**src/rtl/transpose_tile_scheduler_pkg.sv**
```systemverilog
// Shared constants and FSM encoding for the tile transpose scheduler.
// Latency: n/a (declarations only).
// Backpressure: n/a.
package transpose_tile_scheduler_pkg;

    localparam int TILE_DIM    = 8;
    localparam int DEFAULT_DIM = 4;

    typedef enum logic [2:0] {
        ST_IDLE    = 3'd0,
        ST_RD_REQ  = 3'd1,
        ST_WAIT_TP = 3'd2,
        ST_WRITE   = 3'd3,
        ST_FINISH  = 3'd4
    } sched_state_e;

endpackage

```
**src/rtl/transpose_tile_scheduler_tile_addr_gen.sv**
```systemverilog
// Tile (r,c) walker with source/destination address accumulators and last-tile flag.
// Latency: addresses update the cycle after load/advance.
// Backpressure: none; it only moves when the scheduler pulses advance.
module tile_addr_gen #(
    parameter int ADDR_WIDTH = 16,
    parameter int DIM_WIDTH  = 8
) (
    input  logic                  clk,
    input  logic                  rst,
    input  logic                  load,
    input  logic                  advance,
    input  logic [ADDR_WIDTH-1:0] src_base,
    input  logic [ADDR_WIDTH-1:0] dst_base,
    input  logic [DIM_WIDTH-1:0]  row_tiles,
    input  logic [DIM_WIDTH-1:0]  col_tiles,
    output logic [ADDR_WIDTH-1:0] src_addr,
    output logic [ADDR_WIDTH-1:0] dst_addr,
    output logic                  last
);

    localparam logic [DIM_WIDTH-1:0]  DIM_ONE  = DIM_WIDTH'(1);
    localparam logic [ADDR_WIDTH-1:0] ADDR_ONE = ADDR_WIDTH'(1);

    logic [DIM_WIDTH-1:0]  rows_q, rows_d, cols_q, cols_d;
    logic [DIM_WIDTH-1:0]  r_q, r_d, c_q, c_d;
    logic [ADDR_WIDTH-1:0] src_q, src_d, dst_q, dst_d, dst_row_q, dst_row_d;
    logic                  col_end;

    assign col_end  = (c_q == cols_q - DIM_ONE);
    assign last     = col_end && (r_q == rows_q - DIM_ONE);
    assign src_addr = src_q;
    assign dst_addr = dst_q;

    // Destination walks down a column (+R); at a row wrap it restarts one tile past the previous row start.
    always_comb begin
        rows_d    = rows_q;
        cols_d    = cols_q;
        r_d       = r_q;
        c_d       = c_q;
        src_d     = src_q;
        dst_d     = dst_q;
        dst_row_d = dst_row_q;
        if (load) begin
            rows_d    = row_tiles;
            cols_d    = col_tiles;
            r_d       = '0;
            c_d       = '0;
            src_d     = src_base;
            dst_d     = dst_base;
            dst_row_d = dst_base;
        end else if (advance) begin
            src_d = src_q + ADDR_ONE;
            if (col_end) begin
                c_d       = '0;
                r_d       = r_q + DIM_ONE;
                dst_row_d = dst_row_q + ADDR_ONE;
                dst_d     = dst_row_q + ADDR_ONE;
            end else begin
                c_d   = c_q + DIM_ONE;
                dst_d = dst_q + ADDR_WIDTH'(rows_q);
            end
        end
    end

    always_ff @(posedge clk) begin
        if (rst) begin
            rows_q    <= '0;
            cols_q    <= '0;
            r_q       <= '0;
            c_q       <= '0;
            src_q     <= '0;
            dst_q     <= '0;
            dst_row_q <= '0;
        end else begin
            rows_q    <= rows_d;
            cols_q    <= cols_d;
            r_q       <= r_d;
            c_q       <= c_d;
            src_q     <= src_d;
            dst_q     <= dst_d;
            dst_row_q <= dst_row_d;
        end
    end

endmodule

```
**src/rtl/transpose_tile_scheduler.sv**
```systemverilog
// Issues one tile read, waits for the transposed tile, pairs it with a destination write.
// Latency: 3 cycles + transpose latency + stalls per tile; done one cycle after the last write.
// Backpressure: rd/wr held until ready; tp_ready_out follows wr_ready while writing.
module transpose_tile_scheduler
    import transpose_tile_scheduler_pkg::*;
#(
    parameter int ADDR_WIDTH = 16,
    parameter int DIM_WIDTH  = 8
) (
    input  logic                   clk,
    input  logic                   rst,
    input  logic                   cfg_start,
    input  logic [ADDR_WIDTH-1:0]  cfg_src_base,
    input  logic [ADDR_WIDTH-1:0]  cfg_dst_base,
    input  logic [DIM_WIDTH-1:0]   cfg_row_tiles,
    input  logic [DIM_WIDTH-1:0]   cfg_col_tiles,
    output logic                   busy,
    output logic                   done,
    output logic                   err,
    output logic [2*DIM_WIDTH-1:0] tiles_done,
    output logic                   rd_req_valid,
    input  logic                   rd_req_ready,
    output logic [ADDR_WIDTH-1:0]  rd_req_addr,
    input  logic                   tp_valid_out,
    output logic                   tp_ready_out,
    output logic                   wr_valid,
    input  logic                   wr_ready,
    output logic [ADDR_WIDTH-1:0]  wr_addr
);

    sched_state_e           state_q, state_d;
    logic                   err_flag_q, err_flag_d;
    logic [2*DIM_WIDTH-1:0] tiles_done_q, tiles_done_d;
    logic                   ag_load, ag_advance, ag_last;
    logic                   zero_dim;

    assign zero_dim   = (cfg_row_tiles == '0) || (cfg_col_tiles == '0);
    assign tiles_done = tiles_done_q;

    tile_addr_gen #(
        .ADDR_WIDTH (ADDR_WIDTH),
        .DIM_WIDTH  (DIM_WIDTH)
    ) u_addr_gen (
        .clk       (clk),
        .rst       (rst),
        .load      (ag_load),
        .advance   (ag_advance),
        .src_base  (cfg_src_base),
        .dst_base  (cfg_dst_base),
        .row_tiles (cfg_row_tiles),
        .col_tiles (cfg_col_tiles),
        .src_addr  (rd_req_addr),
        .dst_addr  (wr_addr),
        .last      (ag_last)
    );

    always_comb begin
        state_d      = state_q;
        err_flag_d   = err_flag_q;
        tiles_done_d = tiles_done_q;
        ag_load      = 1'b0;
        ag_advance   = 1'b0;
        busy         = 1'b0;
        done         = 1'b0;
        err          = 1'b0;
        rd_req_valid = 1'b0;
        tp_ready_out = 1'b0;
        wr_valid     = 1'b0;
        case (state_q)
            ST_IDLE: begin
                if (cfg_start) begin
                    ag_load      = 1'b1;
                    tiles_done_d = '0;
                    err_flag_d   = zero_dim;
                    state_d      = zero_dim ? ST_FINISH : ST_RD_REQ;
                end
            end
            ST_RD_REQ: begin
                busy         = 1'b1;
                rd_req_valid = 1'b1;
                if (rd_req_ready) state_d = ST_WAIT_TP;
            end
            ST_WAIT_TP: begin
                busy = 1'b1;
                if (tp_valid_out) state_d = ST_WRITE;
            end
            ST_WRITE: begin
                // The transpose unit's output handshake is the buffer write handshake.
                busy         = 1'b1;
                wr_valid     = tp_valid_out;
                tp_ready_out = wr_ready;
                if (tp_valid_out && wr_ready) begin
                    tiles_done_d = tiles_done_q + 1'b1;
                    ag_advance   = 1'b1;
                    state_d      = ag_last ? ST_FINISH : ST_RD_REQ;
                end
            end
            ST_FINISH: begin
                done    = 1'b1;
                err     = err_flag_q;
                state_d = ST_IDLE;
            end
            default: state_d = ST_IDLE;
        endcase
    end

    always_ff @(posedge clk) begin
        if (rst) begin
            state_q      <= ST_IDLE;
            err_flag_q   <= 1'b0;
            tiles_done_q <= '0;
        end else begin
            state_q      <= state_d;
            err_flag_q   <= err_flag_d;
            tiles_done_q <= tiles_done_d;
        end
    end

endmodule

```
**config.mk**
```make
export PLATFORM = sky130hd
export DESIGN_NAME = transpose_tile_scheduler
export DESIGN_NICKNAME = d
export VERILOG_FILES = /design/src/rtl/transpose_tile_scheduler_pkg.sv /design/src/rtl/transpose_tile_scheduler_tile_addr_gen.sv /design/src/rtl/transpose_tile_scheduler.sv
export SDC_FILE = /design/constraint.sdc
export NUM_CORES = 1
export LEC_CHECK = 0
export ABC_AREA = 0
export BUFFER_PORTS_ARGS = -buffer_cell sky130_fd_sc_hd__buf_4
export CORE_MARGIN = 2
export CORE_UTILIZATION = 50
export CTS_CLUSTER_SIZE = 8
export DETAILED_ROUTE_END_ITERATION = 7
export PLACE_DENSITY = 0.76
export SLEW_MARGIN = 20
export SYNTH_ARGS = -nofsm -noshare
export SYNTH_HDL_FRONTEND = slang
export SYNTH_SLANG_ARGS = --single-unit
```
**constraint.sdc**
```tcl
create_clock -name clk -period 2.5 [get_ports clk]
set_clock_uncertainty 0.05 [all_clocks]
set_input_delay 0.25 -clock clk [delete_from_list [all_inputs] [get_ports clk]]
set_output_delay 0.25 -clock clk [all_outputs]
set_load 0.01 [all_outputs]
```
==> results.py <==
metrics = {
    "status": {
        "status": "finished clean",
    },
    "clock_network": {
        "cts-htree-levels": 3,
        "ctsLongestPathBuffers": 2,
        "cts.sinks": 100,
        "cts_tree": "done",
        "clkTransAtPathRegs_ns": 0.07,
        "holdBufCountCts": 0,
        "cts_buffers": 9,
        "insertion_delay_ns": 0.36,
        "clock-root-buffer": "clkbuf_16",
    },
    "detailed_routing": {
        "routed.top_layer": "met4",
        "met3_length_um": 958,
        "drc": 0,
        "m1WireLength_um": 7780,
        "route.final.wire_length_um": 17500,
        "num_vias": 6174,
        "dr.first_iter.drc_count": 509,
        "drtPass1Iterations": 5,
        "wl_per_cell_um": 17.1,
        "postRouteAntennaNets": 0,
        "routed_via_density": 6.02,
        "routed-wl-met2_um": 8490,
    },
    "synth": {
        "synth-warning-count": 0,
        "synth-main-ff-cell": "dfxtp_1",
        "synth_most_common_cell": "dfxtp_1",
        "synth-edff-count": 0,
        "synth_area_um2": 5900,
        "yosys.area.top_type": "dfxtp_1",
        "ys_seq_area_share_pct": 33.9,
        "synth.area.top_cells": "dfxtp_1 34%, xnor2_1 5.8%, xor2_1 5.6%, nand2_1 5.5%, nor2_1 5.0%",
        "syn_avg_cell_area_um2": 7.87,
        "syn-num-nets": 820,
        "synth_cell_types": 67,
        "synth_seq_cells": 100,
        "synth_top_area_share_pct": 33.9,
        "async_reset_ff_share_pct": 0,
        "synth_commonest_cells": "100 x dfxtp_1, 87 x nand2_1, 78 x nor2_1",
        "synthCells": 750,
    },
    "global_routing": {
        "groute.usage.overall_pct": 26.8,
        "grt_pass1_wl_um": 27600,
        "grt_pass1_vias": 5697,
        "grt_overflow": 0,
        "grt_max_degree": 33,
        "antenna_found_initial": 0,
    },
    "power_and_ir_drop": {
        "p_total_uw": 5710,
        "seq_power_share_pct": 37.4,
        "power_per_cell_area_nw_per_um2": 758,
        "power_leakage_uw": 0.00299,
        "comb_power_share_pct": 37.7,
        "internal_power_uw": 3590,
        "switching_share_pct": 37.1,
        "clkPwrFrac_pct": 24.9,
        "p_sw_uw": 2120,
        "peakVddDrop_mv": 0.730,
    },
    "worst_setup_path": {
        "path_cells": "inv_2 -> ha_4 -> buf_4 -> nand3_1 -> a221oi_2 -> a41o_1 -> and4_4 -> nand3_4 -> buf_6 -> or3_1 -> a21oi_1",
        "slowest_delay_ns": 0.36,
        "slowest_stage": "or3_1",
        "cp.required_ns": 2.74,
        "arrival_ns": 2.62,
        "crit_path_start_kind": "flop",
        "path_buf_inv": 3,
        "crit_family": "simple AND/OR/NAND/NOR gates",
        "cp-end-kind": "flop",
        "worst-path-max-fanout": 7,
        "crit_type": "reg -> reg",
    },
    "hold_path": {
        "hp-class": "in -> reg",
    },
    "cells_and_area": {
        "diodes": 0,
        "final_util_pct": 65.7,
        "num-nets-final": 947,
        "layout-drive-gt1-share_pct": 23.6,
        "syn2layout_area_growth_pct": 27.8,
        "fin_cells": 1025,
        "num-fill-cells": 979,
    },
    "die": {
        "die_h_um": 113,
        "die_area_um2": 12700,
        "core_um2": 11500,
        "start_util_pct": 51.4,
        "die_w_um": 113,
        "io_pins": 108,
        "row_count": 39,
    },
    "timing": {
        "setup_viol": 0,
        "finalCritPeriodShare_pct": 95.2,
        "period_minus_slack_ns": 2.38,
        "fmax_mhz": 420,
        "rsz0062_at_grt": "true",
        "hold_violations": 0,
        "slew_viol_final": 0,
        "slew_headroom_pct": 56.4,
        "layout_setup_ws_ns": 0.120,
        "worst-slew-pin-transition_ns": 0.652,
    },
    "place": {
        "hpwl_um": 12700,
        "post-place-ws_ns": -0.0979,
        "gp_congestion": 0.886,
        "placed_cells": 1006,
        "port_buffers": 107,
    },
    "job": {
        "cap_viol_max_count": 0,
    },
}
[final cells by class]
class	instances	area, µm²	share of cell area, %
Multi-Input combinational cell	591	3790	50.3
Inverter	17	63.8	0.847
Timing Repair Buffer	158	1200	16.0
Clock inverter	6	65.1	0.863
Sequential cell	100	2000	26.6
Clock buffer	10	229	3.04
Tap cell	143	179	2.37
[state kept, by name, indices dropped and copies added, names as in the netlist]
signal,count
u_addr_gen.r_q,8
u_addr_gen.dst_row_q,16
u_addr_gen.dst_addr,16
u_addr_gen.rows_q,8
u_addr_gen.c_q,8
tiles_done,16
state_q,3
err_flag_q,1
u_addr_gen.cols_q,8
u_addr_gen.src_addr,16
[tightest hold or removal path: stages]
cell     delay [ns]
buf_4          0.11
nand2_1        0.05
a21oi_1        0.05
[power groups by stage]
stage                     sequential (µW)  clock, µW  combinational (µW)
final                                2130       1420                2160
after global routing                 2170       1500                2350
after CTS                            2120       1440                2070
after detailed placement             2150          0                2050
after global placement               2140          0                2000
after floorplan                      2150          0                1230
[layer usage]
metal  vias to the layer above  track usage (%)
met1                      2959             35.1
met5                         -                0
met2                       229             44.2
li1                       2962                -
met4                         0             10.0
met3                        24             4.97
[path summary, 6_finish.rpt]
| path | slack [ns] | startpoint | end | depth (start not counted) |
|---|---|---|---|---|
| max | 0.12 | u_addr_gen.cols_q[1] | u_addr_gen.r_q[3] | 11 |
| min | 0.09 | cfg_row_tiles[1] | u_addr_gen.rows_q[1] | 3 |
| max reg2reg | 0.12 | u_addr_gen.cols_q[1] | u_addr_gen.r_q[3] | 11 |
| min reg2reg | 0.45 | u_addr_gen.cols_q[7] | u_addr_gen.cols_q[7] | 2 |
[cells in the final DEF (no fill, tap or decap), types with 3 or more instances in the layout]
| cell type | n |
|---|---|
| ha_1 | 13 |
| nor4_2 | 4 |
| or3_1 | 15 |
| buf_6 | 3 |
| a211oi_1 | 11 |
| xnor2_1 | 39 |
| clkinvlp_4 | 4 |
| o31ai_1 | 5 |
| mux2i_1 | 4 |
| and4_1 | 5 |
| o21ai_0 | 40 |
| nor4_1 | 11 |
| nand2_1 | 87 |
| clkbuf_16 | 9 |
| nand3b_1 | 4 |
| xor2_1 | 36 |
| nand3_1 | 27 |
| dfxtp_1 | 100 |
| a21oi_1 | 43 |
| nor3_1 | 23 |
| nand4_1 | 22 |
| a21boi_0 | 4 |
| buf_4 | 154 |
| nor2_1 | 77 |
| and3_1 | 18 |
| nor2b_1 | 4 |
| and2_1 | 5 |
| inv_1 | 15 |
| o21bai_1 | 3 |
| o21a_1 | 3 |
| o211ai_1 | 5 |
| nand2b_1 | 3 |
| a311oi_1 | 8 |
| a22oi_1 | 3 |
| a31oi_1 | 13 |
[repair_timing]
item / CTS / global route
gates resized for setup: 6 / 31
pin swaps: 1 / 15
endpoints found under the hold margin: 0 / 0
setup endpoints to repair: 20 / 38
setup buffers: 0 / 3
[cell families after synthesis]
logic type	Yosys count	share of synthesized area (%)
simple gates	323	27.3
mux	4	0.679
compound gates	171	18.9
xor+xnor	77	11.4
buf+inv	59	4.24
flops	100	33.9
fa+ha+maj	16	3.52
[per-stage QoR]
stage          TNS [ns]  hold WS [ns]  cell area, µm²
2_1_floorplan         0         0.329            5900
3_3_place_gp          0         0.414            7060
3_5_place_dp     -0.553         0.414            7060
4_1_cts               0        0.0780            7380
5_1_grt         -0.0723        0.0984            7540
6_report              0        0.0907            7540
No activity file was read; power rests on OpenSTA's default activity.
